<file path="config.mk">
export PLATFORM = sky130hd
export DESIGN_NAME = pipeline_ctrl
export DESIGN_NICKNAME = d
export VERILOG_FILES = /design/src/rtl/pipeline_ctrl.sv
export SDC_FILE = /design/constraint.sdc
export NUM_CORES = 1
export LEC_CHECK = 0
export ABC_CLOCK_PERIOD_IN_PS = 2300
export BUFFER_PORTS_ARGS = -buffer_cell sky130_fd_sc_hd__buf_2
export CAP_MARGIN = 20
export CORE_MARGIN = 8
export CORE_UTILIZATION = 45
export CTS_CLUSTER_DIAMETER = 80
export CTS_CLUSTER_SIZE = 12
export DETAILED_ROUTE_END_ITERATION = 16
export GPL_ROUTABILITY_DRIVEN = 0
export PLACE_DENSITY_LB_ADDON = 0.08
export SLEW_MARGIN = 25
export SYNTH_ARGS = -nofsm -noshare
export SYNTH_HDL_FRONTEND = slang
export SYNTH_SLANG_ARGS = --single-unit
</file>
<file path="constraint.sdc">
create_clock -name clk -period 2.3 [get_ports clk]
set_input_delay 0.23 -clock clk [delete_from_list [all_inputs] [get_ports clk]]
set_output_delay 0.23 -clock clk [all_outputs]
set_load 0.005 [all_outputs]
</file>
<file path="src/rtl/pipeline_ctrl.sv">
// pipeline_ctrl: hazard and sequencing controller for the 5-stage RV32 pipeline.
// Generates stall/flush/bubble strobes for the PC, IF/ID, ID/EX, EX/MEM and MEM/WB
// registers. Handles load-use hazards, branch/jump redirects with a configurable
// IF/ID flush tail, and freezes the pipe during multi-cycle data-memory accesses
// with a timeout abort.
//
// Parameters:
//   FLUSH_CYCLES  extra IF/ID flush cycles after a redirect (0..15)
//   MEM_TIMEOUT   maximum MEM_WAIT cycles before abort (1..255)
// Ports:
//   clk, rst_n                     clock, async active-low reset
//   id_rs1/id_rs2, id_uses_rs1/2   decode source indices and use flags
//   ex_rd, ex_MemRead, ex_redirect EX-stage destination, load flag, taken redirect
//   mem_MemRead/MemWrite, mem_done MEM-stage request and completion
//   pc_stall ... mem_wb_bubble     per-stage strobes (combinational, forced 0 in reset)
//   mem_err                        sticky memory-timeout flag
//   ctrl_state                     0=RUN, 1=MEM_WAIT, 2=FLUSH
// Optional build macro PIPE_CTRL_PERF_EN adds saturating performance counters
// perf_stall_cycles, perf_flush_cycles and perf_load_use.
module pipeline_ctrl #(
  parameter int unsigned FLUSH_CYCLES = 1,
  parameter int unsigned MEM_TIMEOUT  = 255
) (
  input  logic       clk,
  input  logic       rst_n,
  input  logic [4:0] id_rs1,
  input  logic [4:0] id_rs2,
  input  logic       id_uses_rs1,
  input  logic       id_uses_rs2,
  input  logic [4:0] ex_rd,
  input  logic       ex_MemRead,
  input  logic       ex_redirect,
  input  logic       mem_MemRead,
  input  logic       mem_MemWrite,
  input  logic       mem_done,
  output logic       pc_stall,
  output logic       if_id_stall,
  output logic       if_id_flush,
  output logic       id_ex_stall,
  output logic       id_ex_flush,
  output logic       ex_mem_stall,
  output logic       mem_wb_bubble,
  output logic       mem_err,
  output logic [1:0] ctrl_state
`ifdef PIPE_CTRL_PERF_EN
  ,
  output logic [31:0] perf_stall_cycles,
  output logic [31:0] perf_flush_cycles,
  output logic [15:0] perf_load_use
`endif
);

  localparam int unsigned CNT_W  = 4;
  localparam int unsigned TCNT_W = 8;

  typedef enum logic [1:0] {
    ST_RUN      = 2'd0,
    ST_MEM_WAIT = 2'd1,
    ST_FLUSH    = 2'd2
  } state_e;

  state_e              state_q, state_d;
  logic [CNT_W-1:0]    cnt_q, cnt_d;
  logic [TCNT_W-1:0]   tcnt_q, tcnt_d;
  logic                mem_err_q, mem_err_d;

  logic mem_req, freeze, load_use;
  logic pc_stall_c, if_id_stall_c, if_id_flush_c, id_ex_stall_c;
  logic id_ex_flush_c, ex_mem_stall_c, mem_wb_bubble_c, load_use_evt_c;

  // Hazard terms
  assign mem_req  = mem_MemRead | mem_MemWrite;
  assign freeze   = mem_req & ~mem_done;
  assign load_use = ex_MemRead & (ex_rd != 5'd0) &
                    ((id_uses_rs1 & (id_rs1 == ex_rd)) | (id_uses_rs2 & (id_rs2 == ex_rd)));

  // Next-state and strobe generation; priority freeze > redirect > flush tail > load-use
  always_comb begin
    state_d         = state_q;
    cnt_d           = cnt_q;
    tcnt_d          = tcnt_q;
    mem_err_d       = mem_err_q;
    pc_stall_c      = 1'b0;
    if_id_stall_c   = 1'b0;
    if_id_flush_c   = 1'b0;
    id_ex_stall_c   = 1'b0;
    id_ex_flush_c   = 1'b0;
    ex_mem_stall_c  = 1'b0;
    mem_wb_bubble_c = 1'b0;
    load_use_evt_c  = 1'b0;

    if ((state_q == ST_MEM_WAIT) && freeze && (tcnt_q >= TCNT_W'(MEM_TIMEOUT))) begin
      // Timeout abort: let the pipe move but kill the MEM/WB write
      mem_wb_bubble_c = 1'b1;
      mem_err_d       = 1'b1;
      state_d         = ST_RUN;
      cnt_d           = '0;
      tcnt_d          = '0;
    end else if (freeze) begin
      pc_stall_c      = 1'b1;
      if_id_stall_c   = 1'b1;
      id_ex_stall_c   = 1'b1;
      ex_mem_stall_c  = 1'b1;
      mem_wb_bubble_c = 1'b1;
      if (state_q != ST_MEM_WAIT) begin
        // cnt is preserved so an interrupted flush tail resumes later
        state_d = ST_MEM_WAIT;
        tcnt_d  = TCNT_W'(1);
      end else if (tcnt_q != '1) begin
        tcnt_d = tcnt_q + TCNT_W'(1);
      end
    end else if (ex_redirect) begin
      if_id_flush_c = 1'b1;
      id_ex_flush_c = 1'b1;
      tcnt_d        = '0;
      if (FLUSH_CYCLES != 0) begin
        state_d = ST_FLUSH;
        cnt_d   = CNT_W'(FLUSH_CYCLES);
      end else begin
        state_d = ST_RUN;
        cnt_d   = '0;
      end
    end else if (cnt_q != '0) begin
      if_id_flush_c = 1'b1;
      tcnt_d        = '0;
      if (state_q == ST_MEM_WAIT) begin
        // Leaving a freeze: resume the saved tail without consuming a count
        state_d = ST_FLUSH;
      end else if (cnt_q == CNT_W'(1)) begin
        state_d = ST_RUN;
        cnt_d   = '0;
      end else begin
        cnt_d = cnt_q - CNT_W'(1);
      end
    end else begin
      state_d = ST_RUN;
      tcnt_d  = '0;
      if (load_use) begin
        pc_stall_c     = 1'b1;
        if_id_stall_c  = 1'b1;
        id_ex_flush_c  = 1'b1;
        load_use_evt_c = 1'b1;
      end
    end
  end

  // State registers
  always_ff @(posedge clk or negedge rst_n) begin
    if (!rst_n) begin
      state_q   <= ST_RUN;
      cnt_q     <= '0;
      tcnt_q    <= '0;
      mem_err_q <= 1'b0;
    end else begin
      state_q   <= state_d;
      cnt_q     <= cnt_d;
      tcnt_q    <= tcnt_d;
      mem_err_q <= mem_err_d;
    end
  end

  // Strobes are forced low while reset is held
  assign pc_stall      = pc_stall_c      & rst_n;
  assign if_id_stall   = if_id_stall_c   & rst_n;
  assign if_id_flush   = if_id_flush_c   & rst_n;
  assign id_ex_stall   = id_ex_stall_c   & rst_n;
  assign id_ex_flush   = id_ex_flush_c   & rst_n;
  assign ex_mem_stall  = ex_mem_stall_c  & rst_n;
  assign mem_wb_bubble = mem_wb_bubble_c & rst_n;
  assign mem_err       = mem_err_q;
  assign ctrl_state    = state_q;

`ifdef PIPE_CTRL_PERF_EN
  logic [31:0] perf_stall_q, perf_stall_d;
  logic [31:0] perf_flush_q, perf_flush_d;
  logic [15:0] perf_lu_q, perf_lu_d;

  // Saturating event counters
  always_comb begin
    perf_stall_d = perf_stall_q;
    perf_flush_d = perf_flush_q;
    perf_lu_d    = perf_lu_q;
    if (pc_stall_c && (perf_stall_q != '1)) perf_stall_d = perf_stall_q + 32'd1;
    if (if_id_flush_c && (perf_flush_q != '1)) perf_flush_d = perf_flush_q + 32'd1;
    if (load_use_evt_c && (perf_lu_q != '1)) perf_lu_d = perf_lu_q + 16'd1;
  end

  always_ff @(posedge clk or negedge rst_n) begin
    if (!rst_n) begin
      perf_stall_q <= '0;
      perf_flush_q <= '0;
      perf_lu_q    <= '0;
    end else begin
      perf_stall_q <= perf_stall_d;
      perf_flush_q <= perf_flush_d;
      perf_lu_q    <= perf_lu_d;
    end
  end

  assign perf_stall_cycles = perf_stall_q;
  assign perf_flush_cycles = perf_flush_q;
  assign perf_load_use     = perf_lu_q;
`endif

endmodule

</file>
==> impl_summary.md <==
Power
VDD sags by at most roughly 0.00048 V. The leakage power total is 0.582 nW. In this run the power density over the cells is 675 nW/um^2.

Clocking
The number of clock sinks is 15. The clock tree from TritonCTS is yes. The CTS clock-pin slew for the worst setup and hold paths is about 80 ps. The H-tree level count is 1. The CTS buffer count is 3. Clock latency on the worst-skew pair, taken at its later pin, is roughly 280 ps. The maximum clock path buffer count is 2.

The root buffer cell chosen for the clock tree is sky130_fd_sc_hd__clkbuf_4.

Setup path
The biggest fanout along the worst timing path is 4. The kind of start point of the critical path is a flop. The setup path with the least slack is of type reg -> out. At the worst endpoint, the required time is roughly 2100 ps.

The arrival time at the worst endpoint is around 2000 ps. The worst setup path is captured at an output pin.

Synthesis
Synthesis produced around 110 cells. The post-synthesis net count is approximately 140. In the post-synthesis netlist, the biggest area contributors are sky130_fd_sc_hd__dfrtp_1 (36%), sky130_fd_sc_hd__xor2_1 (9.3%), sky130_fd_sc_hd__xnor2_1 (4.2%). Sequential elements use a little over a third of the synthesized area. The area share of the largest cell type after synthesis is a little over a third. The synthesized netlist occupies a cell area of 1030 um^2. During synthesis, Yosys emitted a total of 0 warnings.

The mean area per synthesized cell is roughly 9.5 um^2. The synthesized netlist contains 43 unique library cells. The post-synthesis cell type with the largest combined area is sky130_fd_sc_hd__dfrtp_1. The synthesized design contains 15 register bits.

Placed design
Detailed placement finished with a half-perimeter wire length of 2.03 mm. The number of buffer cells added on primary ports is 33. The number of placed cells counting well taps is 170. Timing analysis after detailed placement gives a worst setup slack of 260 ps.

Timing
The worst pin sits at a relative slew slack of 73.2%. After layout, the worst setup slack is around 86 ps. Setup violations remaining at the end of the flow were counted as 0. The routed design could run at a clock period as short as ~2200 ps.

The final hold violation count came to 0. Clock skew on the completed layout was measured at ~4.7 ps. The timing-limited maximum frequency is ~0.45 GHz. The final-report max-slew violation count came to 0.

The final critical path takes up between 90% and 100% of the cycle. Setup repair after global routing could not meet its margin everywhere. For the pin with the worst max-slew slack, the measured transition is approximately 400 ps.

Final layout
The count of cells in the finished layout, fillers not included, comes to roughly 180. Cells with a size suffix above 1 make up roughly 36% of the layout. The layout overhead on the synthesized area is 25.2%.

Fill cells in the final layout number about 190. The multi-input combinational cells in the finished layout cover a total of roughly 630 um^2. The net count of the finished layout is 176. The antenna diode instance count is 0. Registers take between 300 and 400 um^2.

Global routing
The initial antenna violation count is 0. The largest net degree at the start of global routing is 20. The via count of the first global-routing pass is 971. For this run the aggregate overflow at the end of global routing stands at 0. The overall routing resource usage is 12.5%. The global-route wire length before repair is 4.28 mm.

Outcome
The run finished with clean final reports.

Drt
Using the TritonRoute via totals, the vias-per-cell ratio works out to approximately 5.3. The first routing iteration left 31 violations. The routed wire length is 2.44 mm. For this run, design rule violations remaining after detail routing come to 0. The routed wire length per instance is approximately 14 um. The routed layout has just over 900 vias.

The first-pass iteration count of the detailed router is 4. The count of nets left with antenna violations after detail routing is 0.

Min path
The path class of the tightest hold or removal check is in -> reg.

Floorplanning
The starting density of the core is between 40% and 50%. The chip width is ~64 um. The number of top-level design ports is 34.

After floorplanning, the core was sized to cover between 2000 and 2500 um^2. Row generation in the floorplan step produced 17 rows. The die is roughly 64 um tall.

The die outline area is about 4000 um^2.

Job
The tool flagged a number of max-cap violations equal to 0.
-- report_power, final --
group | internal [W] | leakage (nW) | switching [W]
Clock | 0.0000673 | 0.0150 | 0.0000781
Combinational | 0.000193 | 0.368 | 0.000188
Sequential | 0.000300 | 0.198 | 0.0000451
Total | 0.000561 | 0.582 | 0.000311
-- cells in the mapped netlist, drive strengths merged --
master	instances
dfrtp	15
nor2	11
xor2	11
nand2	6
a21oi	5
inv	5
xnor2	5
nor2b	4
nor4	4
ha	3
nand3	3
or3	3
and2	2
buf	2
nand4	2
nor3	2
nor3b	2
o211ai	2
o21bai	2
o32ai	2
or4	2
a211o	1
a21o	1
a32oi	1
and4	1
clkbuf	1
nand2b	1
nor4b	1
o21a	1
o21ai	1
o21ba	1
o221a	1
o22ai	1
o2bb2ai	1
o31ai	1
or2	1
or4b	1
-- state kept, by name (all words and copies together), names as in the netlist --
signal,count
cnt_q,4
ctrl_state,2
mem_err,1
tcnt_q,8
-- area by class of cell --
type,instances,area share [%]
clock buffers,4,2.03
inverters,5,1.45
multi-input cells,86,48.8
flip-flops and latches,15,29.1
well taps,28,2.71
repair buffers,38,15.9
-- worst max-delay path, stage by stage (launching register included) --
cell	delay, ps
sky130_fd_sc_hd__dfrtp_1	400
sky130_fd_sc_hd__inv_2	90
sky130_fd_sc_hd__ha_4	140
sky130_fd_sc_hd__nor3b_4	190
sky130_fd_sc_hd__o211ai_1	100
sky130_fd_sc_hd__or4b_1	470
sky130_fd_sc_hd__o21bai_1	180
sky130_fd_sc_hd__buf_2	140
-- routing by layer --
metal / global-route usage, % / wire [um]
met5: 0 / 0
met4: 1.67 / 0
met1: 15.3 / 1120
met3: 5.40 / 158
met2: 20.5 / 1170
-- layout by cell type, fill, tap and decap left out, types with 2 or more instances in the layout --
master	Yosys	layout
sky130_fd_sc_hd__nor2b_1	4	4
sky130_fd_sc_hd__o211ai_1	2	2
sky130_fd_sc_hd__dfrtp_1	15	15
sky130_fd_sc_hd__xor2_1	11	11
sky130_fd_sc_hd__a21oi_1	5	5
sky130_fd_sc_hd__clkbuf_4	0	3
sky130_fd_sc_hd__ha_1	3	2
sky130_fd_sc_hd__nand3_1	3	3
sky130_fd_sc_hd__nor3_1	2	2
sky130_fd_sc_hd__inv_2	0	2
sky130_fd_sc_hd__nand2_1	6	6
sky130_fd_sc_hd__buf_4	2	4
sky130_fd_sc_hd__buf_2	0	33
sky130_fd_sc_hd__nand4_1	2	2
sky130_fd_sc_hd__inv_1	5	3
sky130_fd_sc_hd__or3_1	2	2
sky130_fd_sc_hd__o32ai_1	2	2
sky130_fd_sc_hd__xnor2_1	5	5
sky130_fd_sc_hd__nor2_1	11	11
sky130_fd_sc_hd__nor4_1	3	3
-- timing repair --
action,in CTS,in global routing
setup endpoints to repair,2,2
setup buffers,1,0
gates cloned,0,0
endpoints found under the hold margin,15,0
hold buffers,1,0
pin swaps,0,2
gates resized for setup,1,3
-- per-stage QoR --
step | setup TNS [ps] | hold WS, ps | util, % | cell area (um^2) | total power, W
after floorplan | 0 | -65.6 | - | 1030 | 0.000576
after global placement | 0 | 179 | 56.4 | 1230 | 0.000683
after detailed placement | 0 | 182 | 56.4 | 1230 | 0.000696
after CTS | 0 | 293 | 58.5 | 1280 | 0.000861
after global routing | -234 | 314 | 58.9 | 1290 | 0.000946
final | 0 | 311 | 58.9 | 1290 | 0.000872
-- worst paths after layout --
| check | cells past startpoint | start | slack, ps | end |
|---|---|---|---|---|
| max | 7 | cnt_q[1]$_DFFE_PN0P_ | 90 | if_id_stall |
| min in group asynchronous | 2 | rst_n | 400 | ctrl_state[0]$_DFFE_PN0P_ |
| max reg2reg | 7 | cnt_q[1]$_DFFE_PN0P_ | 460 | cnt_q[2]$_DFFE_PN0P_ |
| min reg2reg | 1 | mem_err$_DFFE_PN0P_ | 470 | mem_err$_DFFE_PN0P_ |
| max in group asynchronous | 2 | rst_n | 1610 | cnt_q[1]$_DFFE_PN0P_ |
| min | 3 | ex_redirect | 310 | ctrl_state[1]$_DFFE_PN0P_ |
-- logic make-up after synthesis --
| family | after synthesis | synth area share, % |
|---|---|---|
| AO/OA/AOI/OAI | 21 | 15.4 |
| AND/OR/NAND/NOR | 46 | 27.3 |
| XOR/XNOR | 16 | 13.6 |
| adder cells (fa/ha/maj) | 3 | 3.64 |
| flip-flops | 15 | 36.4 |
| buffers and inverters | 8 | 3.64 |
(Power assumes the default switching activity.)
